$ cat src/rtl/beat_rate_divider.sv
// beat_rate_divider: programmable rate divider and beat sequencer.
// Produces single-cycle tick pulses that enable the downstream beat counter.
// The start/stop/pause controls drive playback, and an optional beat limit
// ends the song with a done pulse.
module beat_rate_divider #(
    parameter int unsigned      WIDTH          = 28,
    parameter logic [WIDTH-1:0] DEFAULT_PERIOD = 28'd12499999
) (
    input  logic             clock,
    input  logic             reset,
    input  logic             start,
    input  logic             stop,
    input  logic             pause,
    input  logic             load_period,
    input  logic [WIDTH-1:0] period_in,
    input  logic [7:0]       beat_limit,
    output logic             tick,
    output logic [7:0]       beat_count,
    output logic             running,
    output logic             done
);

    typedef enum logic [1:0] {
        ST_IDLE  = 2'd0,
        ST_RUN   = 2'd1,
        ST_PAUSE = 2'd2,
        ST_DONE  = 2'd3
    } state_t;

    state_t           state_q;
    logic [WIDTH-1:0] div_q;
    logic [WIDTH-1:0] period_q;
    logic [7:0]       beat_q;
    logic             tick_q;
    logic             done_q;
    logic             running_q;

    logic [WIDTH-1:0] start_div_d;
    logic [7:0]       beat_d;
    logic             limit_hit_d;

    // Start-load value, incremented beat and limit detection for the current edge.
    // A period loaded on the same edge as start takes effect immediately.
    always_comb begin
        start_div_d = load_period ? period_in : period_q;
        beat_d      = beat_q + 8'd1;
        limit_hit_d = (beat_limit != 8'd0) && (beat_d == beat_limit);
    end

    // Playback FSM. Priority on each edge is stop > start > pause > divider.
    // tick and done default low, so each is a one-cycle pulse.
    always_ff @(posedge clock or posedge reset) begin
        if (reset) begin
            state_q   <= ST_IDLE;
            div_q     <= '0;
            period_q  <= DEFAULT_PERIOD;
            beat_q    <= '0;
            tick_q    <= 1'b0;
            done_q    <= 1'b0;
            running_q <= 1'b0;
        end else begin
            tick_q <= 1'b0;
            done_q <= 1'b0;

            // The period register is writable in every state. A countdown that
            // is already running picks up the new value at its next reload.
            if (load_period) begin
                period_q <= period_in;
            end

            case (state_q)
                ST_IDLE: begin
                    if (start) begin
                        div_q     <= start_div_d;
                        beat_q    <= '0;
                        state_q   <= ST_RUN;
                        running_q <= 1'b1;
                    end
                end

                ST_RUN, ST_PAUSE: begin
                    if (stop) begin
                        state_q   <= ST_IDLE;
                        running_q <= 1'b0;
                    end else if (start) begin
                        div_q     <= start_div_d;
                        beat_q    <= '0;
                        state_q   <= ST_RUN;
                        running_q <= 1'b1;
                    end else if (state_q == ST_PAUSE) begin
                        // The resume edge only changes state. The divider
                        // counts again from the following edge.
                        if (!pause) begin
                            state_q <= ST_RUN;
                        end
                    end else if (pause) begin
                        state_q <= ST_PAUSE;
                    end else if (div_q != '0) begin
                        div_q <= div_q - 1'b1;
                    end else begin
                        tick_q <= 1'b1;
                        div_q  <= period_q;
                        beat_q <= beat_d;
                        if (limit_hit_d) begin
                            state_q   <= ST_DONE;
                            done_q    <= 1'b1;
                            running_q <= 1'b0;
                        end
                    end
                end

                ST_DONE: begin
                    state_q <= ST_IDLE;
                end

                default: begin
                    state_q   <= ST_IDLE;
                    running_q <= 1'b0;
                end
            endcase
        end
    end

    assign tick       = tick_q;
    assign done       = done_q;
    assign beat_count = beat_q;
    assign running    = running_q;

endmodule
$ cat config.mk
export PLATFORM = sky130hd
export DESIGN_NAME = beat_rate_divider
export DESIGN_NICKNAME = d
export VERILOG_FILES = /design/src/rtl/beat_rate_divider.sv
export SDC_FILE = /design/constraint.sdc
export NUM_CORES = 1
export LEC_CHECK = 0
export ABC_CLOCK_PERIOD_IN_PS = 3500
export BUFFER_PORTS_ARGS = -buffer_cell sky130_fd_sc_hd__buf_2
export CAP_MARGIN = 20
export CORE_AREA = 4 4 125 127
export CTS_CLUSTER_SIZE = 10
export DETAILED_ROUTE_END_ITERATION = 16
export DIE_AREA = 0 0 129 131
export PLACE_DENSITY = 0.43
export REMOVE_ABC_BUFFERS = 1
export SLEW_MARGIN = 20
export SYNTH_ARGS = -nofsm -noshare
export SYNTH_HDL_FRONTEND = slang
export SYNTH_SLANG_ARGS = --single-unit
$ cat constraint.sdc
create_clock -name clock -period 3.5 [get_ports clock]
set_input_delay 0 -clock clock [delete_from_list [all_inputs] [get_ports clock]]
set_output_delay 0 -clock clock [all_outputs]
set_load 0.01 [all_outputs]
==> Yosys cells after proc, flatten, opt, wreduce, memory -nomap -nowiden <==
Index checks and enable logic that the tools add are counted.
{ "op_classes": {"add_sub_neg": 2, "n_eq_ne": 16, "n_mux": 45, "n_reduce_logical": 10} }
{ "op_table": {"columns": ["operator", "n"], "rows": [
  ["$mux 28", 7],
  ["$pmux 28 s2", 1],
  ["$mux 8", 6],
  ["$reduce_bool 28->1", 1],
  ["$sub 28x1->28 const B", 1],
  ["$mux 1", 20],
  ["$mux 2", 8],
  ["$ne 4x4->1 const B", 4],
  ["$pmux 8 s2", 1],
  ["$ne 6x6->1 const B", 2],
  ["$reduce_and 6->1", 2],
  ["$ne 3x3->1 const B", 3],
  ["$add 8x1->8 const B", 1],
  ["$eq 8x8->1", 1],
  ["$reduce_bool 8->1", 1],
  ["$pmux 2 s3", 1],
  ["$ne 5x5->1 const B", 1],
  ["$reduce_and 5->1", 1],
  ["$eq 2x2->1 const B", 2],
  ["$ne 2x2->1 const B", 2],
  ["$reduce_and 4->1", 1],
  ["$eq 2x1->1 const B", 1],
  ["$logic_not 2->1", 1],
  ["$pmux 1 s2", 1],
  ["other kinds (3)", 3]
]} }
{ "totals": {"reg_bits": 69, "in_bits": 42, "out_inout_bits": 11} }

==> Logic depth before layout (Yosys ltp) <==
Gate-level depths: netlist of the first run.
{ "logic_depth": {"ltp_word": 10, "depth_mapped": 10, "ltp_nobuf": 8} }

==> Worst setup path after synthesis of the first run <==
No wires, ideal clock.
{ "synth_timing": {"path_kind": "register -> register", "from": "register beat_q[1], in the netlist beat_count[1]", "to": "register state_q[0]", "setup_time_ps": 128, "arrival_time_ps": 2204, "setup_slack_ps": 1168, "path_stages_with_launch": 8, "n_path_buf": 0, "synth_period_minus_slack_ps": 2332, "cell_sequence": "dfrtp_1 > ha_1 > and3_1 > nand3_1 > or4b_4 > a311oi_4 > o21ai_1 > mux2i_1"} }
{ "synth_between": {"elab_chain_cells": 5} }
{ "synth_lines": {"columns": ["element", "line", "text"], "rows": [
  ["start: declaration", "33", "logic [7:0] beat_q;"],
  ["start signal: assignment", "103", "beat_q <= beat_d;"],
  ["$add 8x1->8", "46", "beat_d = beat_q + 8'd1;"],
  ["$eq 8x8->1", "47", "limit_hit_d = (beat_limit != 8'd0) && (beat_d == beat_limit);"],
  ["$logic_and 1x1->1", "47", null],
  ["$ne 6x6->1 (no source line)", null, null],
  ["$reduce_and 4->1 (no source line)", null, null],
  ["end signal: assignment", "54", "state_q <= ST_IDLE;"],
  ["end signal: assignment", "76", "state_q <= ST_RUN;"],
  ["end signal: assignment", "83", "state_q <= ST_IDLE;"],
  ["end: declaration", "30", "state_t state_q;"]
]} }
Every way passes these cells.
A chain may end at the register's enable or synchronous reset.

==> Worst setup path in the final report of the first run <==
{ "layout_timing": {"from": "register beat_q[0], in the netlist beat_count[0]", "to": "register state_q[1]"} }
The elaborated chain is that of the path after synthesis.

==> results of run 1 <==
==> state kept, by name, summed over array words and instances, names as in the netlist <==
signal / count
beat_count: 8
div_q: 28
done: 1
period_q: 28
running: 1
state_q: 2
tick: 1
==> critical path: stages, from the launching register on <==
cell       delay (ns)
dfrtp_1          0.49
ha_1             0.35
and3_1           0.24
nand3_1          0.14
or4b_4           0.56
a311oi_4         0.38
o21ai_1          0.18
o2bb2ai_1        0.15
==> layer usage <==
metal / part of all wire (%) / GRT usage, % / vias to the layer above
met1: 45 / 20.4 / 1889
met2: 48 / 27.2 / 83
met4: 1.9 / 5.25 / 0
met3: 4.5 / 3.46 / 20
li1: - / - / 1887
met5: 0 / 0 / -
==> per-stage QoR <==
stage | total power [mW] | area [sq um] | hold slack, ns | utilization [%]
floorplan | 2.09 | 4170 | 0.103 | -
global placement | 2.50 | 4760 | 0.251 | 33.0
CTS | 3.45 | 5340 | 0.0535 | 37.0
finish | 3.40 | 5340 | 0.0782 | 37.0
global route | 3.69 | 5340 | 0.0982 | 37.0
detailed placement | 2.53 | 4760 | 0.257 | 33.0
==> logic make-up (layout without fill, tap and decap cells) <==
logic type,after synthesis,count (layout)
compound gates,134,134
xor+xnor,22,22
fa+ha+maj,9,9
buf+inv,40,118
flops,69,69
mux,28,28
simple gates,172,172
==> final cells by class <==
type	count	area share [%]
clock inverter	1	0.0938
timing repair buffer	93	12.0
multi-input combinational	365	45.0
clock buffer	15	5.21
sequential	69	32.7
tap	184	4.32
inverter	9	0.633
==> final timing paths <==
path | startpoint | end | depth (start not counted)
max | beat_count[0] | state_q[1] | 7
min | start | state_q[1] | 3
max reg2reg | beat_count[0] | state_q[1] | 7
min reg2reg | div_q[20] | div_q[20] | 1
max in group asynchronous | reset | done | 4
min in group asynchronous | reset | beat_count[2] | 4
==> power by group through the flow <==
stage               registers [mW]  logic (mW)  clock network (mW)
floorplan                     1.22       0.865                   0
global placement              1.28        1.22                   0
detailed placement            1.29        1.23                   0
CTS                           1.28        1.26               0.910
global route                  1.32        1.43               0.939
finish                        1.28        1.25               0.875
==> placed cells by master, fill, tap and decap left out, types with 5 or more instances in the layout <==
cell type	synthesis	layout
a211oi_1	7	7
a21oi_1	40	40
a31oi_1	5	5
and3_1	9	9
buf_2	6	52
buf_4	0	12
clkbuf_16	0	9
dfrtp_1	53	53
dfstp_2	16	16
dlygate4sd3_1	0	29
ha_1	9	9
inv_1	9	8
mux2_2	26	26
nand2_1	35	35
nand2b_1	7	7
nand3_1	13	13
nor2_1	46	46
nor3_1	20	20
nor4_1	10	10
o211ai_1	8	8
o21ai_0	33	33
o22ai_1	6	5
o31ai_1	6	6
or3_1	5	5
xnor2_1	14	14
xor2_1	7	7
==> impl_metrics.ini, run 1 <==
[logic_synthesis]
yosysMostFrequentCell = dfrtp_1
yosys-top-cells-count = 53 x dfrtp_1, 46 x nor2_1, 40 x a21oi_1, 35 x nand2_1, 33 x o21ai_0
synth_area_leaders = dfrtp_1 31%, dfstp_2 9.8%, mux2_2 6.8%
synthAdderAreaFrac_pct = 2.62
synth_seq_cells = 69
syn_area_sq_um = 4300
synth-simple-area-share_pct = 21.0
synth-xor-area-share_pct = 4.66
synth_top_area_cell = dfrtp_1
ys_warn_count = 0
synthCells = 474
syn_area_per_cell_sq_um = 9.07
synth_compound_area_share_pct = 20.1
synth_top_area_share_pct = 30.9
synth_top_flop_cell = dfrtp_1
synth_edf_count = 0
synth_cell_types = 61
ys_seq_area_share_pct = 40.6
synth.mux.area_fraction_pct = 7.28
synth_top_family_by_area = simple AND/OR/NAND/NOR gates
ys_async_sr_fraction_pct = 100

[setup_path]
ff2ff_setup_slack_ns = 0.89
required_ns = 3.72
start_kind = flip-flop
worstPathMaxFanout = 10
cp.arrival_ns = 2.83
endpoint_kind = flip-flop
critPathKind = reg -> reg

[sta]
setup_slack_ns = 0.886
fin_skew_ns = 0.00947
period_needed_ns = 2.61
slew_viol_final = 0
relSlewSlack_pct = 36.9
max_slew.worst_pin.slew_ns = 0.946
rsz0062_at_grt = false
period_share_pct = 74.7
final_hold_viol_count = 0
setup_violations = 0
finalSetupTns_ns = 0
fmax_mhz = 383

[clocking]
cts_tree = yes
worstSkewPairLatency_ns = 0.34
post_cts_resized = 0
post-cts-setup-buffers = 0
numCtsBuffers = 9
hold_buffers = 29
cts_root_buf = clkbuf_16
cts_max_level = 3
cts_sinks = 69
cts.clk_slew.worst_paths_ns = 0.05
cts_buffer_depth = 2

[drt]
wl_mm = 12.9
drc = 0
vias = 3879
routedWlPerCell_um = 17.5
ant_nets = 0
via_per_inst = 5.27
drtPass1Iterations = 4
drt-initial-drc-count = 208

[layout]
area_delta_synth_final_pct = 24.1
finalNetCount = 598
final.fill_count = 1489
drive_above_1_share_pct = 23.9
multi_input_comb_area_sq_um = 2400
regArea_sq_um = 1750
n_antenna_cell = 0
final-instance-count-excl-fill = 736

[place]
dp_slack_ns = 0.892
io_buffers = 52
dp_hpwl_mm = 8.59
dp_cells = 691
place_congestion = 0.787

[power]
comb_power_share_pct = 36.7
clkPwrFrac_pct = 25.7
p_leak_nw = 2.18
peakVddDrop_mv = 0.330
power_density_nw_per_um2 = 638
power.share.switching_pct = 38.9
seqPwrFrac_pct = 37.6
p_switching_mw = 1.32
internal-power_mw = 2.08

[global_routing]
grt_start_max_net_pins = 70
grt_use_total_pct = 16.0
grt_pass1_wl_mm = 21.3
antenna_found_initial = 0
grt_overflow = 0
grt_pass1_vias = 4020

[floorplanning]
start_util_pct = 29.8
ios = 53
die_w_um = 129
dieArea_sq_um = 16900
coreArea_sq_um = 14400
rows = 44
die_h_um = 131

[status]
status = complete, no violations

[job]
maxCapViolCount = 0

[min_path]
min_path_type = in -> reg
(Power assumes the default switching activity.)
==> run 2, diff against run 1 <==
--- a/config.mk
+++ b/config.mk
@@ -5,7 +5,7 @@
 export SDC_FILE = /design/constraint.sdc
 export NUM_CORES = 1
 export LEC_CHECK = 0
-export ABC_CLOCK_PERIOD_IN_PS = 3500
+export ABC_CLOCK_PERIOD_IN_PS = 2500
 export BUFFER_PORTS_ARGS = -buffer_cell sky130_fd_sc_hd__buf_2
 export CAP_MARGIN = 20
 export CORE_AREA = 4 4 125 127
==> constraint.sdc (replaced) <==
create_clock -name clock -period 2.5 [get_ports clock]
set_input_delay 0 -clock clock [delete_from_list [all_inputs] [get_ports clock]]
set_output_delay 0 -clock clock [all_outputs]
set_load 0.01 [all_outputs]
==> run 2 against run 1 <==
Power up 45%. Sequential cell count unchanged. Die area stayed put. Worst setup slack lost 0.65 ns. Critical path depth down 1. Critical endpoint is now div_q[22]. Utilization is 1.2 points higher. Combinational power up 44%. Final cell count up 2.3%.
==> impl_metrics.ini, run 2 (synthesized netlist as in run 1, its figures left out) <==
[setup_path]
worstPathMaxFanout = 7
start_kind = flip-flop
required_ns = 2.72
cp.arrival_ns = 2.48
endpoint_kind = flip-flop
critPathKind = reg -> reg

[layout]
n_antenna_cell = 0
finalNetCount = 615
multi_input_comb_area_sq_um = 2410
drive_above_1_share_pct = 26.9
final_cell_mix = 53 x dfrtp_1, 52 x buf_2, 46 x nor2_1
final.fill_count = 1527
area_delta_synth_final_pct = 28.2
final_common_cell = dfrtp_1
design_area_sq_um = 5510
regArea_sq_um = 1750

[clocking]
cts.clk_slew.worst_paths_ns = 0.06
post-cts-setup-buffers = 0
cts_tree = yes
numCtsBuffers = 9
cts_max_level = 3
cts_root_buf = clkbuf_16
cts_buffer_depth = 2
cts_sinks = 69
worstSkewPairLatency_ns = 0.34

[global_routing]
grt_overflow = 0
grt_pass1_wl_mm = 21.0
grt_pass1_vias = 4010
antenna_found_initial = 0
grt_use_total_pct = 15.6
grt_start_max_net_pins = 46

[place]
io_buffers = 52
placed_cell_area_sq_um = 4900
dp_slack_ns = 0.232
place_congestion = 0.786
dp_hpwl_mm = 9.08

[power]
peakVddDrop_mv = 0.455
clkPwrFrac_pct = 27.0
internal-power_mw = 3.07
seqPwrFrac_pct = 36.5
power_density_nw_per_um2 = 896
comb_power_share_pct = 36.6
power.share.switching_pct = 37.8
p_leak_nw = 2.29
p_switching_mw = 1.86

[drt]
vias = 3914
drtPass1Iterations = 5
drt-initial-drc-count = 197
wl_met3_um = 517
wl_met1_mm = 5.90
ant_nets = 0
top_layer_used = met4
via_per_inst = 5.20
wl_met2_mm = 5.98
drc = 0
wl_mm = 12.5
routedWlPerCell_um = 16.6

[sta]
max_slew.worst_pin.slew_ns = 0.619
relSlewSlack_pct = 58.7
fin_skew_ns = 0.00670
rsz0062_at_grt = false
setup_slack_ns = 0.237
setup_violations = 0
hold_slack_ns = 0.0814
period_needed_ns = 2.26
fmax_mhz = 442
slew_viol_final = 0
final_hold_viol_count = 0
period_share_pct = 90.5

[floorplanning]
die_h_um = 131
coreArea_sq_um = 14400
start_util_pct = 29.8
die_w_um = 129
dieArea_sq_um = 16900
ios = 53
rows = 44

[min_path]
min_path_type = in -> reg

[status]
status = complete, no violations

[job]
maxCapViolCount = 0
## run 2: cell count changes in the layout (fill, tap and decap cells not counted), sizes merged
cell / change
buf: +17
clkbuf: -3
clkinv: +2
bufinv: +1
## run 2: final timing paths
path	slack (ns)	cells past startpoint	from	to
worst max register to register	0.24	6	div_q[11]	div_q[22]
worst min-delay path	0.08	3	start	state_q[1]
max in group asynchronous	1.50	4	reset	period_q[3]
min in group asynchronous	0.27	3	reset	div_q[16]
worst min register to register	0.52	1	div_q[20]	div_q[20]
worst max-delay path	0.24	6	div_q[11]	div_q[22]
## run 2: critical path, cell delays in order, from the launching register on
cell	delay, ns
dfrtp_1	0.44
or4_1	0.59
nor3_2	0.26
nand4_2	0.25
or3_1	0.37
a21oi_1	0.15
o22ai_1	0.09
## run 2: repair_timing
action,in CTS,in global routing
gates resized for setup,0,1
setup endpoints to repair,0,9
endpoints found under the hold margin,44,0
hold buffers,29,0
## run 2: final cells by class
type                    count  area share, %
multi-input cells         365           43.7
flip-flops and latches     69           31.7
repair buffers            110           14.2
clock buffers              12           4.84
well taps                 184           4.18
clock inverters             4          0.817
inverters                   9          0.613
## run 2: per-layer routing
layer / global-route usage, % / up-vias
met5: 0 / -
met4: 2.78 / 0
met3: 4.23 / 13
met2: 26.7 / 74
met1: 20.2 / 1911
li1: - / 1916
## run 2: power groups by stage
stage | Clock [mW] | Combinational [mW] | Sequential, mW
after floorplan | 0 | 1.21 | 1.71
after global placement | 0 | 1.77 | 1.80
after detailed placement | 0 | 1.78 | 1.81
after CTS | 1.38 | 1.83 | 1.80
after global routing | 1.42 | 2.05 | 1.85
final | 1.33 | 1.80 | 1.80
## run 2: stage by stage
step                      total power [mW]  TNS (ns)  util (%)  std cells
after global routing                  5.32         0      38.2        753
after CTS                             5.00         0      38.2        753
final                                 4.94         0      38.2        753
after global placement                3.58         0      34.0        708
after floorplan                       2.92     -1.70         -        443
after detailed placement              3.60         0      34.0        708
